<file path="config.mk">
export PLATFORM = sky130hd
export DESIGN_NAME = alu_sequencer
export DESIGN_NICKNAME = d
export VERILOG_FILES = /design/src/rtl/alu_sequencer.sv
export SDC_FILE = /design/constraint.sdc
export NUM_CORES = 1
export LEC_CHECK = 0
export CAP_MARGIN = 20
export CORE_UTILIZATION = 30
export CTS_CLUSTER_DIAMETER = 50
export DETAILED_ROUTE_END_ITERATION = 16
export PLACE_DENSITY = 0.69
export SLEW_MARGIN = 20
export SYNTH_ARGS = -nofsm -noshare
export SYNTH_HDL_FRONTEND = slang
export SYNTH_SLANG_ARGS = --single-unit
</file>
<file path="constraint.sdc">
create_clock -name clk -period 3.3 [get_ports clk]
set_input_delay 0.66 -clock clk [delete_from_list [all_inputs] [get_ports clk]]
set_output_delay 0.66 -clock clk [all_outputs]
set_load 0.005 [all_outputs]
</file>
<file path="src/rtl/alu_sequencer.sv">
`default_nettype none
// ============================================================================
// Module   : alu_sequencer
// Purpose  : Issues operations to a shared combinational N-bit ALU and owns
//            the architectural flags. Narrow ops take one ALU pass; 2N-bit
//            add/sub (func 4'b00zz with wide set) take two passes, chaining
//            the low-half carry into the high-half pass.
// Ports    : clk, rst_n                   clock, async active-low reset
//            req_*_i / req_ready_o        request handshake (func, wide,
//                                         use_cf, 2N-bit operands)
//            flush_i                      synchronous abort of in-flight op
//            flag_we_i, flag_in_i         direct flag load {c,z,v,n}
//            alu_*_o / alu_*_i            ALU operand drive and result return
//            rsp_valid_o/rsp_ready_i      result handshake, rsp_data_o={hi,lo}
//            flag_{c,z,v,n}_o             architectural flags
// Revision : 1.0 - initial release
// ============================================================================
module alu_sequencer #(
    parameter int N = 16
) (
    input  logic           clk,
    input  logic           rst_n,
    input  logic           req_valid_i,
    output logic           req_ready_o,
    input  logic [3:0]     req_func_i,
    input  logic           req_wide_i,
    input  logic           req_use_cf_i,
    input  logic [2*N-1:0] req_a_i,
    input  logic [2*N-1:0] req_b_i,
    input  logic           flush_i,
    input  logic           flag_we_i,
    input  logic [3:0]     flag_in_i,
    output logic [N-1:0]   alu_a_o,
    output logic [N-1:0]   alu_b_o,
    output logic [3:0]     alu_func_o,
    output logic           alu_ci_o,
    input  logic [N-1:0]   alu_y_i,
    input  logic [N-1:0]   alu_hi_i,
    input  logic           alu_co_i,
    input  logic           alu_zero_i,
    input  logic           alu_ov_i,
    input  logic           alu_neg_i,
    output logic           rsp_valid_o,
    input  logic           rsp_ready_i,
    output logic [2*N-1:0] rsp_data_o,
    output logic           flag_c_o,
    output logic           flag_z_o,
    output logic           flag_v_o,
    output logic           flag_n_o
);

    typedef enum logic [1:0] {
        S_IDLE    = 2'd0,
        S_EXEC_LO = 2'd1,
        S_EXEC_HI = 2'd2,
        S_RESP    = 2'd3
    } state_e;

    state_e         state_q,    state_d;
    logic [3:0]     func_q,     func_d;
    logic [2*N-1:0] a_q,        a_d;
    logic [2*N-1:0] b_q,        b_d;
    logic           wide_q,     wide_d;
    logic           use_cf_q,   use_cf_d;
    logic           lo_c_q,     lo_c_d;
    logic           lo_z_q,     lo_z_d;
    logic [2*N-1:0] rsp_data_q, rsp_data_d;
    logic [3:0]     flags_q,    flags_d;    // {c,z,v,n}

    logic           w_accept;
    logic           w_req_wide;

    assign req_ready_o = (state_q == S_IDLE) && !flush_i;
    assign w_accept    = req_valid_i && req_ready_o;
    // Only add/sub family (func 00zz) has a two-pass wide form.
    assign w_req_wide  = req_wide_i && (req_func_i[3:2] == 2'b00);

    always_ff @(posedge clk or negedge rst_n) begin
        if (!rst_n) begin
            state_q    <= S_IDLE;
            func_q     <= '0;
            a_q        <= '0;
            b_q        <= '0;
            wide_q     <= 1'b0;
            use_cf_q   <= 1'b0;
            lo_c_q     <= 1'b0;
            lo_z_q     <= 1'b0;
            rsp_data_q <= '0;
            flags_q    <= '0;
        end else begin
            state_q    <= state_d;
            func_q     <= func_d;
            a_q        <= a_d;
            b_q        <= b_d;
            wide_q     <= wide_d;
            use_cf_q   <= use_cf_d;
            lo_c_q     <= lo_c_d;
            lo_z_q     <= lo_z_d;
            rsp_data_q <= rsp_data_d;
            flags_q    <= flags_d;
        end
    end

    always_comb begin
        state_d    = state_q;
        func_d     = func_q;
        a_d        = a_q;
        b_d        = b_q;
        wide_d     = wide_q;
        use_cf_d   = use_cf_q;
        lo_c_d     = lo_c_q;
        lo_z_d     = lo_z_q;
        rsp_data_d = rsp_data_q;
        // Direct flag load; an ALU capture below overrides it on the same edge.
        flags_d    = flag_we_i ? flag_in_i : flags_q;
        alu_a_o    = '0;
        alu_b_o    = '0;
        alu_func_o = '0;
        alu_ci_o   = 1'b0;

        case (state_q)
            S_IDLE: begin
                if (w_accept) begin
                    func_d   = req_func_i;
                    a_d      = req_a_i;
                    b_d      = req_b_i;
                    wide_d   = w_req_wide;
                    use_cf_d = req_use_cf_i;
                    state_d  = S_EXEC_LO;
                end
            end

            S_EXEC_LO: begin
                alu_a_o    = a_q[N-1:0];
                alu_b_o    = b_q[N-1:0];
                alu_func_o = func_q;
                alu_ci_o   = use_cf_q && !wide_q && flags_q[3];
                if (flush_i) begin
                    state_d = S_IDLE;
                end else if (wide_q) begin
                    lo_c_d               = alu_co_i;
                    lo_z_d               = alu_zero_i;
                    rsp_data_d[N-1:0]    = alu_y_i;
                    state_d              = S_EXEC_HI;
                end else begin
                    rsp_data_d = {alu_hi_i, alu_y_i};
                    flags_d    = {alu_co_i, alu_zero_i, alu_ov_i, alu_neg_i};
                    state_d    = S_RESP;
                end
            end

            S_EXEC_HI: begin
                alu_a_o    = a_q[2*N-1:N];
                alu_b_o    = b_q[2*N-1:N];
                // Odd code of the pair is the carry/borrow-in variant.
                alu_func_o = func_q | 4'b0001;
                alu_ci_o   = lo_c_q;
                if (flush_i) begin
                    state_d = S_IDLE;
                end else begin
                    rsp_data_d[2*N-1:N] = alu_y_i;
                    // Wide result is zero only if both halves were zero.
                    flags_d = {alu_co_i, lo_z_q & alu_zero_i, alu_ov_i, alu_neg_i};
                    state_d = S_RESP;
                end
            end

            S_RESP: begin
                if (flush_i || rsp_ready_i) begin
                    state_d = S_IDLE;
                end
            end

            default: state_d = S_IDLE;
        endcase
    end

    assign rsp_valid_o = (state_q == S_RESP);
    assign rsp_data_o  = rsp_data_q;
    assign flag_c_o    = flags_q[3];
    assign flag_z_o    = flags_q[2];
    assign flag_v_o    = flags_q[1];
    assign flag_n_o    = flags_q[0];

endmodule
`default_nettype wire
</file>
==> run summary <==
Inst Count DP: 762
Worst-path clk slew: 0.07 ns
WL met2: 6168 µm
CTS buffer count: 9
RSZ-0062 raised after global routing: no
Routed via count: 3671
Crit-path cells: inv_1 > ha_2 > buf_12 > a22oi_1 > nor2b_1 > clkdlybuf4s50_1
Final Hold Viols: 0
Die area: 0.01729 mm²
Row cnt: 46
Overflow left after global routing: 0
Slew margin rel.: 0.4977
Routed wire length: 12830 µm
Worst r2r src: state_q[1]$_DFFE_PN0P_
Routability Congestion: 0.7900
Worst-margin pin slew: 0.7535 ns
Min cycle time layout: 3.057 ns
P&R area growth vs syn: 49.05%
Boundary Pins: 191
Final worst path period share: 0.9263
Critical path class: flop to output port
R2R cell count: 6
WL met1: 5567 µm
Worst setup EP type: output port
Initial antenna violation count: 0
Global-route wire length before repair: 20980 µm
Largest net degree at the start of global routing: 58
PnR worst setup slack: 0.2433 ns
Pwr Total: 6.535 mW
Pre-CTS setup slack: 0.3990 ns
Share of cells above drive strength 1: 0.2424
Peak VDD IR: 348.1 µV
Clk Tree Root Cell: clkbuf_16
R2R setup slack: 1.19 ns
CP Capture Point: alu_a_o[4]
DR DRC count: 0
Combinational Power Share: 0.470
Worst Path Arrival: 2.40 ns
Final setup fails: 0
Clk pwr share: 0.164
Gr usage total: 0.1521
Number of global-route vias before repair: 3976
Leakage: 3.066 nW
Final Max Slew Viols: 0
Max Used Layer: met4
CTS sink count: 110
Syn avg cell area: 13.45 µm²
Hold Crit Class: input pin to asynchronous set/reset pin
Synthesis Warnings: 0
Die Span Y: 131.5 µm
Met3 routed WL: 896 µm
Reg power frac: 0.366
Post-Layout Cell Count: 777
Synth Register Bits: 110
Post-DP HPWL: 9214 µm
Port Buffers: 190
Design area: 0.007497 mm²
Post-synth EDFFs: 0
Final nets: 677
Die width: 131.5 µm
Internal power: 4.574 mW
Initial drt markers: 94
Worst EP required: 2.64 ns
Synth cell types: 29
Initial Utilization: 0.3121
Placed cell area: 0.007191 mm²
Final core utilization: 0.4652
Post-CTS setup buffer count: 0
Vias per cell: 4.725
Hold_ws: 0.3676 ns
Syn Nets: 494
FMAX: 327.1 MHz
Top_reg_cell synth: dfrtp_1
Sequential share of the synthesized area: 0.5473
Core area: 0.01612 mm²
Critical-path top delay cell: clkdlybuf4s50_1
Clock latency on the worst-skew pair: 0.34 ns
Routed length per instance: 16.51 µm
DR pass1 iterations: 4
Asr flop ratio synth: 1.000
CP peak stage delay: 0.53 ns
Antenna-violating nets left: 0
Psw: 1.961 mW
Max-cap violations: 0
PwrDens: 871.7 mW/mm²
Reg-to-Reg End: rsp_data_o[23]$_DFFE_PN0P_
Cells after synthesis: 374
H-tree levels: 3
Clk_skew: 0.005191 ns
CP Launch Type: flop
Crit Path Max Fanout: 23
Synthesized cell area: 0.005030 mm²
Status: finished, final reports clean
CTS tree: yes
Sw Share: 0.3001
Sum Neg Setup Slack: 0 ns
Antenna fix cells: 0
CTS max path bufs: 2
Critical path launch point: state_q[1]$_DFFE_PN0P_
worst max-delay path, delay by kind of cell (launching register included):
family                   cells  cell delay (ns)
AO/OA/AOI/OAI                1             0.08
adder cells (fa/ha/maj)      1             0.49
buffers and inverters        3             0.89
flip-flops                   1             0.43
AND/OR/NAND/NOR              1             0.15
per-layer routing:
layer / global-route usage / vias up
met1: 0.1877 / 1805
met4: 0.05362 / 0
met3: 0.04360 / 15
met5: 0 / -
met2: 0.2522 / 138
li1: - / 1713
kinds of logic (layout without fill, tap and decap cells):
family | count (synthesis) | in the layout | synth area share
AO/OA/AOI/OAI | 63 | 63 | 0.09726
flip-flops | 110 | 110 | 0.5473
buffers and inverters | 32 | 219 | 0.03060
AND/OR/NAND/NOR | 58 | 58 | 0.06791
multiplexers | 107 | 107 | 0.2470
adder cells (fa/ha/maj) | 4 | 4 | 0.009951
power by group through the flow:
stage               clock [mW]  sequential [mW]  combinational [mW]
finish                    1.07             2.39                3.07
floorplan                    0             2.34                1.67
CTS                       1.12             2.40                3.11
global placement             0             2.39                3.03
global route              1.17             2.48                3.34
detailed placement           0             2.42                3.10
cell type report:
| class | instances | area, µm² |
|---|---|---|
| clock inverter | 3 | 45.04 |
| tap | 216 | 270.3 |
| multi-input combinational | 232 | 2143 |
| inverter | 4 | 15.01 |
| clock buffer | 12 | 246.5 |
| sequential | 110 | 2753 |
| fill | 1455 | 8618 |
| timing repair buffer | 200 | 2024 |
state kept, by name, summed over array words and instances (netlist names):
register and count:
b_q 32, lo_z_q 1, state_q 2, rsp_data_o 32, wide_q 1, func_q 4, use_cf_q 1, lo_c_q 1
a_q 32, flags_q 4
worst min path at each step:
stage | cells after the start | start | end
floorplan | 0 | rst_n | a_q[0]$_DFFE_PN0P_
global placement | 1 | rsp_data_o[7]$_DFFE_PN0P_ | rsp_data_o[7]$_DFFE_PN0P_
detailed placement | 1 | func_q[1]$_DFFE_PN0P_ | func_q[1]$_DFFE_PN0P_
CTS | 1 | rst_n | rsp_data_o[18]$_DFFE_PN0P_
global route | 1 | rst_n | rsp_data_o[18]$_DFFE_PN0P_
finish | 1 | rst_n | rsp_data_o[2]$_DFFE_PN0P_
what timing repair did:
action | in CTS | in global routing
resized for setup | 0 | 2
endpoints found under the setup margin | 0 | 15
hold buffers | 0 | 0
synthesized netlist by cell type, types with 2 or more instances:
| library cell | instances | area, µm² |
|---|---|---|
| a22o_1 | 19 | 166.4 |
| buf_2 | 12 | 60.06 |
| and2_1 | 4 | 25.02 |
| o21ai_0 | 3 | 15.01 |
| a22oi_1 | 32 | 240.2 |
| mux2_4 | 10 | 150.1 |
| clkbuf_1 | 10 | 37.54 |
| buf_6 | 2 | 22.52 |
| nand2b_1 | 4 | 25.02 |
| dfrtp_1 | 110 | 2753 |
| a21oi_1 | 3 | 15.01 |
| nand2_1 | 5 | 18.77 |
| inv_1 | 4 | 15.01 |
| mux2_2 | 97 | 1092 |
| nand3b_1 | 2 | 15.01 |
| ha_1 | 4 | 50.05 |
| nor2_1 | 5 | 18.77 |
| nor2b_1 | 35 | 219.0 |
| buf_1 | 3 | 11.26 |
layout by cell type, fill, tap and decap left out, types with 5 or more instances in the layout:
cell and n:
buf_4 7, clkdlybuf4s50_1 189, clkbuf_16 9, dfrtp_1 110, a22o_1 19, mux2_4 10
nor2b_1 35, nand2_1 5, a22oi_1 32, mux2_2 97
Power figures use the tool's default switching activity.
